## src/rtl/sign_narrow_16to4_pkg.sv

```systemverilog
// Shared constants and helpers for the 4-bit immediate narrowing/extension datapath.
package sign_narrow_16to4_pkg;

    localparam int unsigned DATA_W = 16;
    localparam int unsigned IMM4_W = 4;

    // True when the value fits in a signed IMM4_W field (upper bits all equal the field sign bit).
    function automatic logic in_range(input logic [DATA_W-1:0] value);
        logic [DATA_W-IMM4_W:0] hi;
        hi = value[DATA_W-1:IMM4_W-1];
        return (&hi) | ~(|hi);
    endfunction

    // Clamp value for an out-of-range word: most negative for sign=1, most positive otherwise.
    function automatic logic [IMM4_W-1:0] sat_value(input logic sign);
        return sign ? {1'b1, {(IMM4_W-1){1'b0}}} : {1'b0, {(IMM4_W-1){1'b1}}};
    endfunction

endpackage

```

## src/rtl/sign_narrow_16to4_skid_buffer_2entry.sv

```systemverilog
// Valid/ready pipeline stage: output register plus one skid entry, registered in_ready.
module skid_buffer_2entry #(
    parameter int unsigned W = 5
) (
    input  logic         clk,
    input  logic         reset,
    input  logic         in_valid,
    output logic         in_ready,
    input  logic [W-1:0] in_data,
    output logic         out_valid,
    input  logic         out_ready,
    output logic [W-1:0] out_data
);

    logic         skid_full;
    logic [W-1:0] skid_data;

    logic         out_valid_n;
    logic [W-1:0] out_data_n;
    logic         skid_full_n;
    logic [W-1:0] skid_data_n;
    logic         in_ready_n;
    logic         accept;

    // Next-state: refill output from skid first, else from input; park input in skid when output stalls.
    always_comb begin
        out_valid_n = out_valid;
        out_data_n  = out_data;
        skid_full_n = skid_full;
        skid_data_n = skid_data;
        accept      = in_valid && in_ready;

        if (!out_valid || out_ready) begin
            if (skid_full) begin
                out_valid_n = 1'b1;
                out_data_n  = skid_data;
                skid_full_n = 1'b0;
            end else if (accept) begin
                out_valid_n = 1'b1;
                out_data_n  = in_data;
            end else begin
                out_valid_n = 1'b0;
            end
        end else if (accept) begin
            skid_full_n = 1'b1;
            skid_data_n = in_data;
        end

        in_ready_n = !skid_full_n;
    end

    // State registers; in_ready comes up on the first edge after reset releases.
    always_ff @(posedge clk or posedge reset) begin
        if (reset) begin
            out_valid <= 1'b0;
            out_data  <= '0;
            skid_full <= 1'b0;
            skid_data <= '0;
            in_ready  <= 1'b0;
        end else begin
            out_valid <= out_valid_n;
            out_data  <= out_data_n;
            skid_full <= skid_full_n;
            skid_data <= skid_data_n;
            in_ready  <= in_ready_n;
        end
    end

endmodule

```

## src/rtl/sign_narrow_16to4.sv

```systemverilog
// Narrows a signed datapath word to a signed immediate field, with saturation flag and overflow stats.
module sign_narrow_16to4
    import sign_narrow_16to4_pkg::*;
#(
    parameter int unsigned IN_W     = DATA_W,
    parameter int unsigned OUT_W    = IMM4_W,
    parameter int unsigned CNT_W    = 8,
    parameter bit          SATURATE = 1'b1
) (
    input  logic             clk,
    input  logic             reset,
    input  logic             in_valid,
    output logic             in_ready,
    input  logic [IN_W-1:0]  Data_In,
    output logic             out_valid,
    input  logic             out_ready,
    output logic [OUT_W-1:0] Data_Out,
    output logic             out_sat,
    output logic             ovf_sticky,
    output logic [CNT_W-1:0] ovf_count,
    input  logic             clr_ovf
);

    localparam int unsigned HI_W = IN_W - OUT_W + 1;

    logic             in_rng;
    logic [OUT_W-1:0] sat_val;
    logic [OUT_W:0]   narrow_word;
    logic [OUT_W:0]   buf_word;
    logic             accept;
    logic             ovf_sticky_n;
    logic [CNT_W-1:0] ovf_count_n;

    // Range test and clamp value: shared helpers at default widths, generic form otherwise.
    generate
        if (IN_W == DATA_W && OUT_W == IMM4_W) begin : g_pkg_fn
            assign in_rng  = in_range(Data_In);
            assign sat_val = sat_value(Data_In[IN_W-1]);
        end else begin : g_generic
            logic [HI_W-1:0] hi;
            assign hi      = Data_In[IN_W-1:OUT_W-1];
            assign in_rng  = (&hi) | ~(|hi);
            assign sat_val = Data_In[IN_W-1] ? {1'b1, {(OUT_W-1){1'b0}}}
                                             : {1'b0, {(OUT_W-1){1'b1}}};
        end
    endgenerate

    // Narrowed payload {sat flag, field}: clamp or plain truncation depending on SATURATE.
    always_comb begin
        narrow_word = {~in_rng, Data_In[OUT_W-1:0]};
        if (SATURATE && !in_rng) begin
            narrow_word[OUT_W-1:0] = sat_val;
        end
    end

    skid_buffer_2entry #(
        .W (OUT_W + 1)
    ) u_buf (
        .clk       (clk),
        .reset     (reset),
        .in_valid  (in_valid),
        .in_ready  (in_ready),
        .in_data   (narrow_word),
        .out_valid (out_valid),
        .out_ready (out_ready),
        .out_data  (buf_word)
    );

    assign Data_Out = buf_word[OUT_W-1:0];
    assign out_sat  = buf_word[OUT_W];

    // Overflow bookkeeping at accept time; a same-edge out-of-range accept wins over clear.
    always_comb begin
        accept       = in_valid && in_ready;
        ovf_sticky_n = ovf_sticky;
        ovf_count_n  = ovf_count;
        if (clr_ovf) begin
            ovf_sticky_n = 1'b0;
            ovf_count_n  = '0;
        end
        if (accept && !in_rng) begin
            ovf_sticky_n = 1'b1;
            if (ovf_count_n != '1) begin
                ovf_count_n = ovf_count_n + CNT_W'(1);
            end
        end
    end

    // Overflow registers.
    always_ff @(posedge clk or posedge reset) begin
        if (reset) begin
            ovf_sticky <= 1'b0;
            ovf_count  <= '0;
        end else begin
            ovf_sticky <= ovf_sticky_n;
            ovf_count  <= ovf_count_n;
        end
    end

endmodule
```

## config.mk

```make
export PLATFORM = sky130hd
export DESIGN_NAME = sign_narrow_16to4
export DESIGN_NICKNAME = d
export VERILOG_FILES = /design/src/rtl/sign_narrow_16to4_pkg.sv /design/src/rtl/sign_narrow_16to4_skid_buffer_2entry.sv /design/src/rtl/sign_narrow_16to4.sv
export SDC_FILE = /design/constraint.sdc
export NUM_CORES = 1
export LEC_CHECK = 0
export CAP_MARGIN = 20
export CORE_AREA = 10 10 54 67
export CTS_CLUSTER_DIAMETER = 60
export DETAILED_ROUTE_END_ITERATION = 8
export DIE_AREA = 0 0 64 77
export GPL_TIMING_DRIVEN = 1
export PLACE_DENSITY = 0.81
export SETUP_SLACK_MARGIN = 0.5
export SLEW_MARGIN = 20
export SYNTH_ARGS = -nofsm -noshare
export SYNTH_HDL_FRONTEND = slang
export SYNTH_SLANG_ARGS = --single-unit
```

## constraint.sdc

```tcl
create_clock -name clk -period 4.65 [get_ports clk]
set_clock_uncertainty 0.15 [all_clocks]
set_input_delay 1.1625 -clock clk [delete_from_list [all_inputs] [get_ports clk]]
set_output_delay 1.1625 -clock clk [all_outputs]
set_load 0.05 [all_outputs]
```

==> Word level (Yosys, flattened, before mapping) <==
Cells that the tools add are included.
{ "totals": {"reg_bits": 22, "latch_bits": 0, "ramBits": 0, "rom_bits": 0, "inputBits": 21, "word_cells": 38, "n_memories": 0} }
{ "op_classes": {"addsub": 1, "multipliers": 0, "n_div": 0, "magnitude_cmp": 0, "n_eq_ne": 1, "shifts": 0, "n_mux": 13, "n_bitwise": 4, "reduce_logical": 12} }
{ "op_table": {"columns": ["cell", "count"], "rows": [
  ["$mux W8", 3],
  ["$reduce_and A13 Y1", 1],
  ["$reduce_or A13 Y1", 1],
  ["$mux W5", 2],
  ["$add A8 B1 Y8 const B", 1],
  ["$mux W4", 2],
  ["$ne A8 B8 Y1 const B", 1],
  ["$mux W1", 6],
  ["$reduce_and A2 Y1", 2],
  ["$reduce_bool A2 Y1", 2],
  ["$logic_not A1 Y1", 3],
  ["$not A1 Y1", 3],
  ["$logic_and A1 B1 Y1", 2],
  ["$logic_or A1 B1 Y1", 1],
  ["$or A1 B1 Y1", 1]
]} }

==> Depth between registers and ports, before layout <==
{ "depth": {"depth_word": 6, "mapped_depth": 6} }

==> By module <==
From an unflattened synthesis, not the netlist that was laid out.
{ "unflattened": {"cells_unflattened": 107, "area_unflattened_um2": 1204.9} }
{ "by_module_without_submodules": {"columns": ["module", "n_inst", "cells_per_inst", "area_each_um2", "seq_area_each_um2"], "rows": [
  ["skid_buffer_2entry", 1, 38, 608.1, 325.3],
  ["sign_narrow_16to4", 1, 69, 596.8, 225.2]
]} }

==> Worst setup path after synthesis <==
No wires, ideal clock.
{ "synth_path": {"path_kind": "input port to flip-flop", "start": "input port Data_In[15]", "end": "register ovf_count[7]", "setup_time_ns": 0.121, "t_arrival_ns": 2.195, "slack_ns": 2.184, "path_stages": 6, "cell_sequence": "nand4_1 or4_4 nand3_2 buf_6 nor2_1 a22o_1"} }
{ "synth_via": {"elab_chain_cells": 6} }
{ "synth_rtl": {"columns": ["item", "line_no", "source"], "rows": [
  ["start, declared", "sign_narrow_16to4.sv:14", "input logic [IN_W-1:0] Data_In,"],
  ["$reduce_or A13 Y1", "sign_narrow_16to4_pkg.sv:11", "return (&hi) | ~(|hi);"],
  ["$not A1 Y1", "sign_narrow_16to4_pkg.sv:11", null],
  ["$or A1 B1 Y1 *", "sign_narrow_16to4_pkg.sv:11", null],
  ["$logic_not A1 Y1 *", "sign_narrow_16to4.sv:81", "if (accept && !in_rng) begin"],
  ["$logic_and A1 B1 Y1 *", "sign_narrow_16to4.sv:81", null],
  ["$mux W8 *", "sign_narrow_16to4.sv:81", null],
  ["via ovf_count_n[7]", "sign_narrow_16to4.sv:32", "logic [CNT_W-1:0] ovf_count_n;"],
  ["end signal, assigned", "sign_narrow_16to4.sv:96", "ovf_count <= ovf_count_n;"],
  ["end, declared", "sign_narrow_16to4.sv:20", "output logic [CNT_W-1:0] ovf_count,"]
]} }
The timed path passes the listed nets; every way through them passes the cells marked *.
A chain may end at the register's enable or synchronous reset.

==> Worst setup path in the final report <==
{ "layout_path": {"start": "register ovf_count[4]", "end": "output port ovf_count[4]"} }
No word-level cell between the ends.

==> results.py <==
metrics = {
    "critical_path": {
        "worstPathArrival_ns": 1.57,
        "reg2reg_depth": 4,
        "endpoint_kind": "primary output",
        "crit_chain": "clkdlybuf4s50_1",
        "cp_top_family": "buffers and inverters",
        "crit_slowest_cell": "clkdlybuf4s50_1",
        "worstSetupStartpointType": "flip-flop",
        "critPathKind": "flip-flop to primary output",
        "reg2reg_from": "u_buf.in_ready",
        "worstPathRequired_ns": 3.34,
        "timing.rr.end": "ovf_count[6]",
        "cp_max_fo": 4,
        "critPathMaxStageDelay_ns": 0.83,
        "rrSetupSlack_ns": 2.95,
        "cp_num_buf_inv": 1,
    },
    "min_path": {
        "hold_depth": 2,
        "hold_start": "u_buf.skid_data[0]",
        "whs_endpoint": "u_buf.skid_data[0]",
        "min_path_type": "flip-flop to flip-flop",
    },
    "place": {
        "io_buffers": 36,
        "globalplace.congestion": 0.8034,
        "dp.cells": 181,
        "hpwl_um": 2190,
    },
    "timing": {
        "rsz0062_at_grt": "no",
        "period_share_pct": 62.03,
        "tightest_slew_ns": 0.8142,
        "setup_tns_ns": 0,
        "final_hold_viol_count": 0,
        "drv_slew": 0,
        "maxSlewHeadroom_pct": 45.66,
        "setup_violations": 0,
        "finalCriticalPeriod_ns": 2.884,
        "max_freq_ghz": 0.3467,
    },
    "route": {
        "drc": 0,
        "drtIter0Drc": 39,
        "ant_nets": 0,
        "wl_um": 2743,
        "post_drt_wl_per_cell_um": 14.83,
        "first_pass_iters": 4,
        "vias_per_cell": 5.524,
        "vias": 1022,
    },
    "synthesis": {
        "avgSynthCellArea_um2": 9.564,
        "synth_top_area_share_pct": 50.06,
        "synth_area_leaders": "dfrtp_1 50%, mux2i_1 4.6%, o21ai_0 4.6%",
        "yosysSeqAreaShare_pct": 50.06,
        "synthFlopType": "dfrtp_1",
        "synth_cell_types": 33,
        "ys_ff_latch": 22,
        "async_flop_share_pct": 100.0,
        "syn-num-nets": 136,
        "syn_area_um2": 1100,
        "synth_cells": 115,
        "synthesis.yosys.warnings": 0,
        "synth_top_cell_by_area": "dfrtp_1",
        "synth_enable_flop_cells": 0,
    },
    "die": {
        "ios": 37,
        "start_util_pct": 46.26,
        "die_w_um": 64,
        "fp-row-count": 20,
        "die_area_um2": 4928,
        "die_y_um": 77,
        "coreArea_um2": 2377,
    },
    "clocking": {
        "clock_latency_ns": 0.30,
        "clk_path_buf_depth": 2,
        "cts.sink_count": 22,
        "cts_setup_buffers": 0,
        "h-tree-depth": 1,
        "tritoncts": "yes",
        "clkSlewWorstSetupHoldPaths_ns": 0.12,
        "cts_hold_repair.buffers": 0,
        "post_cts_resized": 0,
        "cts_root_buffer": "clkbuf_4",
        "numCtsBuffers": 3,
    },
    "final_layout": {
        "stdcell_count": 185,
        "final_layout_size_suffix_gt1_share_pct": 5.921,
        "area_growth_pct": 38.11,
        "final_nets": 174,
        "antenna_cells": 0,
    },
    "global_routing": {
        "antenna_found_initial": 0,
        "overflow": 0,
        "grt_max_degree": 23,
        "gr-usage-all-layers_pct": 11.26,
        "grt_pass1_wl_um": 4740,
        "grt_pass1_vias": 1134,
    },
    "status": {
        "status": "complete, no violations",
    },
    "power_and_ir_drop": {
        "p_leak_nw": 0.6470,
        "powerDensity_nw_per_um2": 342.2,
        "total_power_mw": 0.5198,
        "irDropWorstVdd_mv": 0.2909,
    },
    "job": {
        "cap_viol_max_count": 0,
    },
}
## flip-flops by register name (all words and copies together) (netlist names)
register,flops
ovf_count,8
ovf_sticky,1
u_buf.in_ready,1
u_buf.out_data,5
u_buf.out_valid,1
u_buf.skid_data,5
u_buf.skid_full,1
## layout make-up
cell class,instances,area (um^2)
Timing Repair Buffer,36,360.3
Fill cell,205,858.3
Multi-Input combinational cell,85,511.7
Clock buffer,4,36.28
Inverter,5,18.77
Sequential cell,22,550.5
Tap cell,33,41.29
## worst reg2reg max path, delay by kind of cell, from the launching register on
kind,cells,cell delay (ns)
simple gates,2,0.53
compound gates,2,0.55
flops,1,0.35
## placed cells by master (no fill, tap or decap), types with 5 or more instances in the layout
cell             Yosys  final
nand2_1             12     12
nor2_1               7      7
nand3_1              6      6
mux2i_1              5      5
o21ai_0             10     10
dfrtp_1             22     22
a21oi_1              5      5
inv_1                5      5
nand4_1              5      5
clkdlybuf4s50_1      0     36
## layer usage
| metal | track usage [%] | vias to the layer above | wire length, um |
|---|---|---|---|
| li1 | - | 493 | - |
| met1 | 10.89 | 501 | 1078 |
| met2 | 20.66 | 26 | 1471 |
| met3 | 4.506 | 2 | 176 |
| met4 | 3.947 | 0 | 17 |
| met5 | 0 | - | 0 |
## Yosys cell counts, types with 2 or more instances
library cell and number:
o21ai_0 10, inv_1 5, xnor2_1 2, o21ai_1 2, nor2_1 7, and2_1 3
nor3_1 2, dfrtp_1 22, mux2i_1 5, o211ai_1 3, nand4_1 5, nor2b_1 3
a21oi_1 5, nor4_1 3, or3_1 3, clkbuf_1 2, nand2_1 12, nand3_1 6
## kinds of logic (layout without fill, tap and decap cells)
family	count (synthesis)	in the layout	synth area share (%)
buffers and inverters	8	45	3.413
muxes	6	6	5.575
AOI/OAI and AO/OA	24	24	12.63
xor gates and xnor gates	2	2	1.593
DFF	22	22	50.06
and+or+nand+nor	53	53	26.74
## where the power goes
group          leakage, nW  total (mW)  internal, mW  switching [mW]
Combinational        0.356       0.178        0.0654           0.113
Clock               0.0210       0.105        0.0478          0.0568
Sequential           0.270       0.237         0.219          0.0183
## per-stage QoR
stage / area (um^2) / setup WS (ns) / hold slack [ns] / utilization (%)
finish: 1519 / 1.766 / 0.3543 / 63.89
global route: 1519 / 1.714 / 0.3693 / 63.89
CTS: 1519 / 1.745 / 0.3604 / 63.89
detailed placement: 1483 / 1.577 / 0.3326 / 62.37
global placement: 1483 / 1.628 / 0.3160 / 62.37
floorplan: 1100 / 2.184 / 0.2996 / -
## worst max-delay path by stage
stage | startpoint | endpoint | slack (ns) | cells past startpoint
after global placement | Data_In[15] | ovf_count[4] | 1.63 | 6
after detailed placement | Data_In[15] | ovf_count[6] | 1.58 | 6
after floorplan | Data_In[15] | ovf_count[7] | 2.18 | 6
final | ovf_count[4] | ovf_count[4] | 1.77 | 1
after global routing | ovf_count[4] | ovf_count[4] | 1.71 | 1
after CTS | ovf_count[4] | ovf_count[4] | 1.74 | 1
Power figures use the tool's default switching activity.
